==> src/rtl/vga_frame_sched.sv <==
// Raster timing generator for the 1024x768@60 VGA pipeline, plus the per-frame
// update-window handshake with the game logic (opens at vblank, closes at frame wrap).
module vga_frame_sched #(
    parameter int HOR_TOTAL_TIME  = 1344,
    parameter int HOR_BLANK_START = 1024,
    parameter int HOR_SYNC_START  = 1048,
    parameter int HOR_SYNC_STOP   = 1184,
    parameter int VER_TOTAL_TIME  = 806,
    parameter int VER_BLANK_START = 768,
    parameter int VER_SYNC_START  = 771,
    parameter int VER_SYNC_STOP   = 777
) (
    input  logic        clk,
    input  logic        rst,
    output logic [10:0] hcount,
    output logic [10:0] vcount,
    output logic        hsync,
    output logic        vsync,
    output logic        hblnk,
    output logic        vblnk,
    output logic        frame_start,
    output logic        upd_req,
    input  logic        upd_done,
    output logic        overrun,
    output logic [15:0] frame_cnt,
    output logic [7:0]  overrun_cnt
);

    localparam logic [10:0] H_LAST     = 11'(HOR_TOTAL_TIME - 1);
    localparam logic [10:0] H_BLANK    = 11'(HOR_BLANK_START);
    localparam logic [10:0] H_SYNC_ON  = 11'(HOR_SYNC_START);
    localparam logic [10:0] H_SYNC_OFF = 11'(HOR_SYNC_STOP);
    localparam logic [10:0] V_LAST     = 11'(VER_TOTAL_TIME - 1);
    localparam logic [10:0] V_BLANK    = 11'(VER_BLANK_START);
    localparam logic [10:0] V_SYNC_ON  = 11'(VER_SYNC_START);
    localparam logic [10:0] V_SYNC_OFF = 11'(VER_SYNC_STOP);

    typedef enum logic [1:0] {ST_IDLE, ST_REQ, ST_DONE} state_t;

    state_t      state_q, state_d;
    logic [10:0] hcount_q, hcount_d;
    logic [10:0] vcount_q, vcount_d;
    logic        hsync_q, hsync_d;
    logic        vsync_q, vsync_d;
    logic        hblnk_q, hblnk_d;
    logic        vblnk_q, vblnk_d;
    logic        frame_start_q, frame_start_d;
    logic        upd_req_q, upd_req_d;
    logic        overrun_q, overrun_d;
    logic [15:0] frame_cnt_q, frame_cnt_d;
    logic [7:0]  overrun_cnt_q, overrun_cnt_d;
    logic        deadline;

    // Every flag is decoded from the *next* position so that, once registered,
    // it lines up with hcount/vcount in the same cycle.
    always_comb begin
        hcount_d = hcount_q + 11'd1;
        vcount_d = vcount_q;
        if (hcount_q == H_LAST) begin
            hcount_d = '0;
            vcount_d = (vcount_q == V_LAST) ? 11'd0 : vcount_q + 11'd1;
        end

        hsync_d       = (hcount_d >= H_SYNC_ON) && (hcount_d < H_SYNC_OFF);
        vsync_d       = (vcount_d >= V_SYNC_ON) && (vcount_d < V_SYNC_OFF);
        hblnk_d       = (hcount_d >= H_BLANK);
        vblnk_d       = (vcount_d >= V_BLANK);
        frame_start_d = (hcount_d == 11'd0) && (vcount_d == V_BLANK);
        deadline      = (hcount_d == 11'd0) && (vcount_d == 11'd0);

        frame_cnt_d = frame_cnt_q;
        if (frame_start_d) begin
            frame_cnt_d = frame_cnt_q + 16'd1;
        end

        state_d       = state_q;
        upd_req_d     = upd_req_q;
        overrun_d     = 1'b0;
        overrun_cnt_d = overrun_cnt_q;
        case (state_q)
            ST_IDLE: begin
                if (frame_start_d) begin
                    state_d   = ST_REQ;
                    upd_req_d = 1'b1;
                end
            end
            ST_REQ: begin
                // A done pulse landing on the frame_start cycle itself is stale.
                if (upd_done && !frame_start_q) begin
                    state_d   = deadline ? ST_IDLE : ST_DONE;
                    upd_req_d = 1'b0;
                end else if (deadline) begin
                    state_d   = ST_IDLE;
                    upd_req_d = 1'b0;
                    overrun_d = 1'b1;
                    if (overrun_cnt_q != 8'hFF) begin
                        overrun_cnt_d = overrun_cnt_q + 8'd1;
                    end
                end
            end
            ST_DONE: begin
                if (deadline) begin
                    state_d = ST_IDLE;
                end
            end
            default: begin
                state_d   = ST_IDLE;
                upd_req_d = 1'b0;
            end
        endcase
    end

    always_ff @(posedge clk or posedge rst) begin
        if (rst) begin
            state_q       <= ST_IDLE;
            hcount_q      <= '0;
            vcount_q      <= '0;
            hsync_q       <= 1'b0;
            vsync_q       <= 1'b0;
            hblnk_q       <= 1'b0;
            vblnk_q       <= 1'b0;
            frame_start_q <= 1'b0;
            upd_req_q     <= 1'b0;
            overrun_q     <= 1'b0;
            frame_cnt_q   <= '0;
            overrun_cnt_q <= '0;
        end else begin
            state_q       <= state_d;
            hcount_q      <= hcount_d;
            vcount_q      <= vcount_d;
            hsync_q       <= hsync_d;
            vsync_q       <= vsync_d;
            hblnk_q       <= hblnk_d;
            vblnk_q       <= vblnk_d;
            frame_start_q <= frame_start_d;
            upd_req_q     <= upd_req_d;
            overrun_q     <= overrun_d;
            frame_cnt_q   <= frame_cnt_d;
            overrun_cnt_q <= overrun_cnt_d;
        end
    end

    assign hcount      = hcount_q;
    assign vcount      = vcount_q;
    assign hsync       = hsync_q;
    assign vsync       = vsync_q;
    assign hblnk       = hblnk_q;
    assign vblnk       = vblnk_q;
    assign frame_start = frame_start_q;
    assign upd_req     = upd_req_q;
    assign overrun     = overrun_q;
    assign frame_cnt   = frame_cnt_q;
    assign overrun_cnt = overrun_cnt_q;

endmodule

==> config.mk <==
export PLATFORM = sky130hd
export DESIGN_NAME = vga_frame_sched
export DESIGN_NICKNAME = d
export VERILOG_FILES = /design/src/rtl/vga_frame_sched.sv
export SDC_FILE = /design/constraint.sdc
export NUM_CORES = 1
export LEC_CHECK = 0
export ABC_CLOCK_PERIOD_IN_PS = 9400
export CORE_ASPECT_RATIO = 2
export CORE_MARGIN = 2
export CORE_UTILIZATION = 56
export CTS_CLUSTER_DIAMETER = 80
export DETAILED_ROUTE_END_ITERATION = 12
export GPL_TIMING_DRIVEN = 0
export PLACE_DENSITY = 0.9
export SETUP_SLACK_MARGIN = 0.15
export SYNTH_ARGS = -nofsm -noshare
export SYNTH_HDL_FRONTEND = slang
export SYNTH_SLANG_ARGS = --single-unit
==> constraint.sdc <==
create_clock -name clk -period 9.4 [get_ports clk]
set_input_delay 1.41 -clock clk [delete_from_list [all_inputs] [get_ports clk]]
set_output_delay 1.41 -clock clk [all_outputs]
set_load 0.02 [all_outputs]
==> run summary, run 1 <==
The tools report the pin count of the biggest net entering global routing as 45. For the CTS buffer count, the log shows 5. Setup repair after global routing left no endpoint under its margin.

The run gives 2610 um as the routed metal-1 wire length. For this configuration, the core starts out at a cell density of 57.2%. The number of antenna diodes in the final layout is 0.

The routed design could run at a clock period as short as 3.74 ns. Routed wire length on met3: 230 um. At the pin with the least slew margin, the transition time is 0.581 ns.

Across the whole layout, storage elements account for 1380 sq um. The setup path with the least slack is of type reg2reg. The logs give 361 for the number of nets in the finished design and 3650 sq um for the post-route standard cell area excluding fillers. In this run, post-CTS hold repair placed 0 buffers. The flip-flop cell with the highest count after synthesis was sky130_fd_sc_hd__dfrtp_1.

The run gives 298 as the synthesized netlist net count. The ratio of total power to cell area is 105 nW/um^2, and the timing-limited maximum frequency is 0.268 GHz. The final RePlAce weighted congestion is 0.934, and the clock-pin slew reported for the worst setup and hold paths after clock tree synthesis is 0.10 ns. For this design the static power due to leakage is 0.00155 uW. In this run, post-CTS repair resized a total of 0 instances. The detail-routed via count per cell is 6.11. The peak fanout along the critical path works out to 11. The element type at the critical path start was a flop.

The root cell of the clock tree is sky130_fd_sc_hd__clkbuf_8. After synthesis, the most frequently instantiated cells are 55 x sky130_fd_sc_hd__dfrtp_1, 26 x sky130_fd_sc_hd__xnor2_1, 24 x sky130_fd_sc_hd__nand2_1, 24 x sky130_fd_sc_hd__nor2_1, 17 x sky130_fd_sc_hd__nand3_1. For the worst-skew pair, the clock arrives at the later sink with an insertion delay of 0.32 ns. The number of clock sinks seen by CTS was 55. The count of endpoints failing hold in the final timing report was 0. At the placement stage, the worst setup path has a slack of 5.74 ns.

For the final wirelength, the log shows 6890 um. Core box area: 5090 sq um. The layout-stage area growth over the synthesis result was 25.2%. For the worst setup path, the data arrival time is 3.95 ns. The fraction of the cycle the final worst path needs is 39.7%. The width of the die is 55.0 um.

The H-tree level count was 2. Pin placement for this block handled 56 I/O pins. After detailed placement, the design holds a cell count of 404.

TritonCTS built the clock tree. Kind of end point of the critical path: a flop. Summing every instance area after synthesis gives 2920 sq um. During synthesis, Yosys emitted a total of 0 warnings. For this block, the initial DRC count from the detailed router was 83.

The total count of max-transition violations in the final report came out at 0. The number of synthesized flops with an enable pin is 0, and the sum of negative setup slack is 0 ns. Synthesis instantiated 52 different standard cells from the library.

The number of filler instances in the final layout is 387, and the share of layout cells above drive strength 1 is 6.50%. The initial antenna violation count is 0, and the mean post-synth cell area is 10.1 sq um. The area share of the largest cell type after synthesis is 47.2%.

The finished layout holds 412 standard cells, fillers aside. The first global-routing pass estimated 11400 um of wire. The uppermost layer routed was met4. The number of global-route vias before repair is 2381, and the DRC violation count after routing is 0.

The number of vias in the routed layout was 2518. For the length of the first detailed-routing pass in iterations, the log shows 4. IR analysis of the VDD net gives a maximum drop of 0.000128 V. The type of the most critical hold path was reg2reg.

The average wire per standard cell came out at 16.7 um. The run gives 1440 sq um as the multi-input combinational cell area. The most common cell in the synthesized netlist is sky130_fd_sc_hd__dfrtp_1. The sum of overflow across all layers after global routing was 0; the setup fix buffers added after clock tree synthesis was 0.

Counting along the longest clock path gives a buffer depth of 2. Between clock sinks in the finished design, the worst skew comes to 0.00576 ns. The run finished with clean final reports.

The vertical die dimension works out to 106 um. Hold is met by 0.491 ns. After synthesis, flip-flops and latches occupy 47.2% of the total area. The async set-reset flop share out of synthesis came out at 100%. Once detail routing completed, the nets flagged for antenna violations numbered 0. The remaining max-slew budget at the tightest pin came out at 61.2%.

Setup violations remaining at the end of the flow were counted as 0. Global routing used 26.3% of the available tracks. Number of maximum-capacitance violations: 0.

Sorting the synthesized cells by area gives the leading types as sky130_fd_sc_hd__dfrtp_1 47%, sky130_fd_sc_hd__xnor2_1 7.8%, sky130_fd_sc_hd__and3_1 3.2%. Once routing completed, OpenROAD measured the worst setup slack at 5.66 ns. Detailed placement finished with a half-perimeter wire length of 4990 um. STA puts the critical path data required time at 9.62 ns.

Wire segments on met2 add up to 3860 um in the final route. The run gives 5830 sq um as the die footprint. The logs give 290 for the instance count of the mapped netlist and 37 for the row count. The cell area after placement was 3560 sq um; the number of register bits inferred by synthesis was 55.

During placement, the flow inserted port buffers numbering 55. The largest total area in the synthesized netlist belongs to sky130_fd_sc_hd__dfrtp_1.
==> logic make-up after synthesis <==
family                     after synthesis  share of synthesized area (%)
AOI/OAI and AO/OA                       40                           9.44
xor gates and xnor gates                34                           10.2
adders and majority gates                5                           2.15
buffers and inverters                   19                           3.39
DFF                                     55                           47.2
muxes                                    3                           1.12
and+or+nand+nor                        134                           26.5
==> layer usage <==
metal  vias to the layer above  GRT usage, %
met5                         -             0
met4                         0          12.0
met3                        17          4.35
met2                        71          43.1
met1                      1250          32.5
li1                       1180             -
==> placed cells by master, fill, tap and decap left out, drive strengths merged, types with 3 or more instances in the layout <==
| master | instances |
|---|---|
| dfrtp | 55 |
| nor4 | 8 |
| nor2 | 24 |
| and4 | 3 |
| or3 | 3 |
| inv | 10 |
| a21oi | 8 |
| and2 | 3 |
| clkdlybuf4s50 | 55 |
| or4 | 6 |
| o21ai | 8 |
| nand4 | 16 |
| clkbuf | 11 |
| nand3 | 17 |
| and3 | 15 |
| nor3 | 7 |
| xor2 | 8 |
| xnor2 | 26 |
| buf | 6 |
| a211oi | 3 |
| nand2 | 24 |
| ha | 5 |
==> area by class of cell <==
type                            count  area share (%)
Multi-Input combinational cell    216            39.5
Sequential cell                    55            37.7
Timing Repair Buffer               56            15.6
Tap cell                           58            1.99
Clock buffer                        5            1.89
Buffer                             11            1.89
Inverter                            8           0.823
Clock inverter                      3           0.617
==> final timing paths <==
| kind | from | to | slack, ns | cells past startpoint |
|---|---|---|---|---|
| setup / recovery | vcount[0]$_DFF_PP0_ | overrun_cnt[1]$_DFFE_PP0P_ | 5.66 | 9 |
| hold / removal | frame_cnt[15]$_DFFE_PP0P_ | frame_cnt[15]$_DFFE_PP0P_ | 0.49 | 1 |
| setup reg to reg | vcount[0]$_DFF_PP0_ | overrun_cnt[1]$_DFFE_PP0P_ | 5.66 | 9 |
| hold reg to reg | frame_cnt[15]$_DFFE_PP0P_ | frame_cnt[15]$_DFFE_PP0P_ | 0.49 | 1 |
| max in group asynchronous | rst | hcount[5]$_DFF_PP0_ | 7.55 | 3 |
| min in group asynchronous | rst | frame_cnt[15]$_DFFE_PP0P_ | 1.32 | 2 |
==> where the power goes <==
group	total (uW)	switching (uW)	internal [uW]
clock network	139	85.1	54.1
logic	8.05	5.53	2.52
registers	238	0.788	237
==> flip-flops by register name (all words and copies together) (netlist names), 2 cells and up <==
| signal | flops |
|---|---|
| hcount | 11 |
| frame_cnt | 16 |
| vcount | 11 |
| state_q | 2 |
| overrun_cnt | 8 |
==> per-stage QoR <==
step,total power [uW],util (%)
after floorplan,247,-
final,385,71.7
after CTS,388,71.7
after global routing,396,71.7
after detailed placement,251,69.9
after global placement,249,69.5
==> critical path, stage by stage (launching register included) <==
cell,delay (ns)
sky130_fd_sc_hd__dfrtp_1,0.58
sky130_fd_sc_hd__ha_1,0.20
sky130_fd_sc_hd__or4b_1,0.47
sky130_fd_sc_hd__nor4_2,0.27
sky130_fd_sc_hd__clkbuf_1,0.38
sky130_fd_sc_hd__o21ai_1,0.15
sky130_fd_sc_hd__a222oi_1,0.37
sky130_fd_sc_hd__nand4_2,0.26
sky130_fd_sc_hd__nor4_4,0.57
sky130_fd_sc_hd__mux2_1,0.37
(Power assumes the default switching activity.)
==> inputs of run 2 (changes only) <==
ABC_CLOCK_PERIOD_IN_PS = 3800   (was 9400)
CORE_UTILIZATION = 52   (was 56)
PLACE_DENSITY = 0.85   (was 0.9)
clock period = 3.8 ns   (was 9.4 ns; I/O delays follow)
==> run 2 against run 1 <==
Flip-flop and latch count is the same. Clock power rose by 140%. Clock skew rose by 0.0055 ns. Worst hold slack got worse by 0.0045 ns. Sequential power grew 150%. Via count about the same. Register-to-register slack worse by 5.3 ns. Maximum frequency grew 8.2%. Global-route usage down 3.4 points. Final area increased by 1.1%. Die area increased by 7.3%. Highest routed layer unchanged.
==> run summary, run 2 (same netlist as run 1, synthesis figures left out) <==
The run finished with clean final reports. Once the floorplan was initialized, standard cells occupied 53.8% of the core. The floorplan has 38 rows.

The average wire per standard cell was 16.0 um. The number of buffers inserted for hold repair after clock tree synthesis is 0. Slowest cell on the critical path: sky130_fd_sc_hd__or4b_4. Entering global routing, the biggest net connects 37 pins. Max-cap violations in this run came to 0. The number of top-level pins was 56. The first global-routing pass estimated 11100 um of wire. Traced cell by cell, the critical path runs through buf_2 -> or4b_4 -> or4_1 -> nor2_1 -> mux2i_1 -> o2111ai_2 -> nor3_4 -> buf_4 -> mux2_2.

The wire-length estimate of the detail-placed layout is 4980 um. The first detailed-routing pass ran for 6 iterations. Delay of the slowest critical-path stage: 0.57 ns.

The die covers 6260 sq um. The cell sitting at the root of the clock tree is a sky130_fd_sc_hd__clkbuf_8. The sum of negative setup slack is 0 ns. The analysis attributes to cell leakage a power of 0.00157 uW.

The clock-pin slew reported for the worst setup and hold paths after clock tree synthesis is 0.10 ns. The switching power is 214 uW, and the number of nets still failing antenna checks after routing is 0. The number of clock buffers added by TritonCTS is 5. The initial antenna violation count is 0.

The min-delay analysis places its worst path in the category reg2reg. The largest delay contributor family on the critical path is simple AND/OR/NAND/NOR gates. TritonCTS built the clock tree. The routed design could run at a clock period as short as 3.45 ns. After the first detailed-routing iteration, the DRC count stood at 105. The fraction of the cycle the final worst path needs works out to 90.9%. For the worst setup path, the data required time is 4.02 ns. STA classifies the critical path startpoint as a flop. The worst setup path is captured at a flop. After the last flow step, the layout net total stands at 365. The antenna diode instance count was 0; the peak supply drop was 0.000289 V. The count of endpoints failing setup in the final report was 0; the total count of max-transition violations in the final report was 0.

The actual transition at the worst max-transition pin was 0.552 ns. Dividing total power by cell area gives a power density of 254 nW/um^2. The number of filler instances in the final layout was 440; the detail-routed via count per cell was 6.02. The layout-stage area growth over the synthesis result was 26.6%; the buffer depth of the longest clock path was 2.

The register with the most flip-flops in the layout has 16 of them. The count of buffers added on input and output ports is 55. Summing internal, switching and leakage power gives 939 uW. The logs give 2.1% for the combinational cell fraction of total power and 62.2% for the remaining max-slew budget at the tightest pin. The cell-internal power was 725 uW; the clock network latency to the later pin of the worst-skew pair was 0.32 ns. CTS built an H-tree with a depth of 2.

Timing would allow up to 0.290 GHz. Cells with a size suffix above 1 make up 8.10% of the layout. Category of the most critical setup path: reg2reg. The routed layout has 2517 vias.

The congestion estimate from routability-driven global placement came to 0.941. The vertical die dimension is 110 um, and the number of buffer and inverter stages on the critical path is 2. The tools report the sum of overflow across all layers after global routing as 0. The portion of total power attributed to the clock network came out at 35.3%. The tools report the DRC violation count after routing as 0. In this run the worst setup path begins at hcount[7]$_DFF_PP0_. The launch point of the worst reg-to-reg path is hcount[7]$_DFF_PP0_. The clock skew after layout is 0.0113 ns. The finished cells cover 3690 sq um. The run gives 55 as the number of clock sinks seen by CTS. The most common cell after layout, fill and taps aside was sky130_fd_sc_hd__clkdlybuf4s50_1. The region available for standard cell placement spans 5420 sq um. Of all nets on the critical path, the largest fanout is 8.

The tools report the count of endpoints failing hold in the final timing report as 0. Wires add up to 6700 um. Summing all placed instances gives a cell area of 3560 sq um. The number of global-route vias before repair is 2448. Setup repair after global routing left no endpoint under its margin. The share of total power consumed by net switching was 22.8%. In this run the most critical hold path is launched from frame_cnt[15]$_DFFE_PP0P_. The top cell types in the final layout, fill and taps aside, are 55 x sky130_fd_sc_hd__clkdlybuf4s50_1, 54 x sky130_fd_sc_hd__dfrtp_1, 26 x sky130_fd_sc_hd__xnor2_1, 24 x sky130_fd_sc_hd__nand2_1, 24 x sky130_fd_sc_hd__nor2_1. Overall fraction of global-route tracks in use: 23.0%. Hold is met by 0.486 ns.

The run gives 62.6% as the sequential fraction of design power. The die is 56.9 um wide. Data arrives at the worst endpoint at 3.67 ns.
## run 2: cell type report
cell class                 instances  area (sq um)  area share (%)
buffer                            11          70.1            1.90
inverter                           8          30.0           0.814
multi-input combinational        216          1450            39.2
tap                               60          75.1            2.03
sequential                        55          1380            37.3
timing repair buffer              60           601            16.3
clock buffer                       6          72.6            1.97
clock inverter                     2          17.5           0.475
## run 2: path summary, 6_finish.rpt
| path | end | slack, ns | depth (start not counted) |
|---|---|---|---|
| worst min-delay path | frame_cnt[15]$_DFFE_PP0P_ | 0.49 | 1 |
| min in group asynchronous | overrun_cnt[6]$_DFFE_PP0P_ | 0.56 | 2 |
| worst max register to register | frame_cnt[1]$_DFFE_PP0P_ | 0.35 | 9 |
| worst min register to register | frame_cnt[15]$_DFFE_PP0P_ | 0.49 | 1 |
| max in group asynchronous | vcount[0]$_DFF_PP0_ | 2.69 | 3 |
| worst max-delay path | frame_cnt[1]$_DFFE_PP0P_ | 0.35 | 9 |
## run 2: power groups by stage
stage	clock (uW)	combinational (uW)	sequential (uW)
2_1_floorplan	0	12.0	599
3_3_place_gp	0	17.4	599
3_5_place_dp	0	20.6	599
4_1_cts	340	20.6	588
5_1_grt	365	23.2	588
6_report	332	19.4	588
## run 2: worst reg2reg max path: cells and delay by family (launching register included)
kind / cells / cell delay (ns)
AOI/OAI and AO/OA: 1 / 0.29
buffers and inverters: 2 / 0.34
DFF: 1 / 0.39
muxes: 2 / 0.73
and+or+nand+nor: 4 / 1.61
## run 2: metrics by stage
stage,worst slack [ns],utilization (%),cells
after CTS,0.149,67.4,414
final,0.346,68.1,418
after global placement,0.186,65.3,405
after detailed placement,0.124,65.7,406
after floorplan,0.416,-,290
after global routing,0.177,68.1,418
## run 2: what timing repair did
action                     CTS  global route
setup endpoints to repair    1            26
setup buffers                0             4
hold endpoints to repair     0             0
pin swaps                    1             3
gates resized for setup      0             4
## run 2: metal layers
| metal | wire [um] | GRT usage (%) | vias up |
|---|---|---|---|
| met5 | 0 | 0 | - |
| met4 | 265 | 14.6 | 0 |
| met3 | 261 | 3.88 | 17 |
| met2 | 3710 | 42.0 | 70 |
| met1 | 2460 | 23.4 | 1235 |
| li1 | - | - | 1195 |
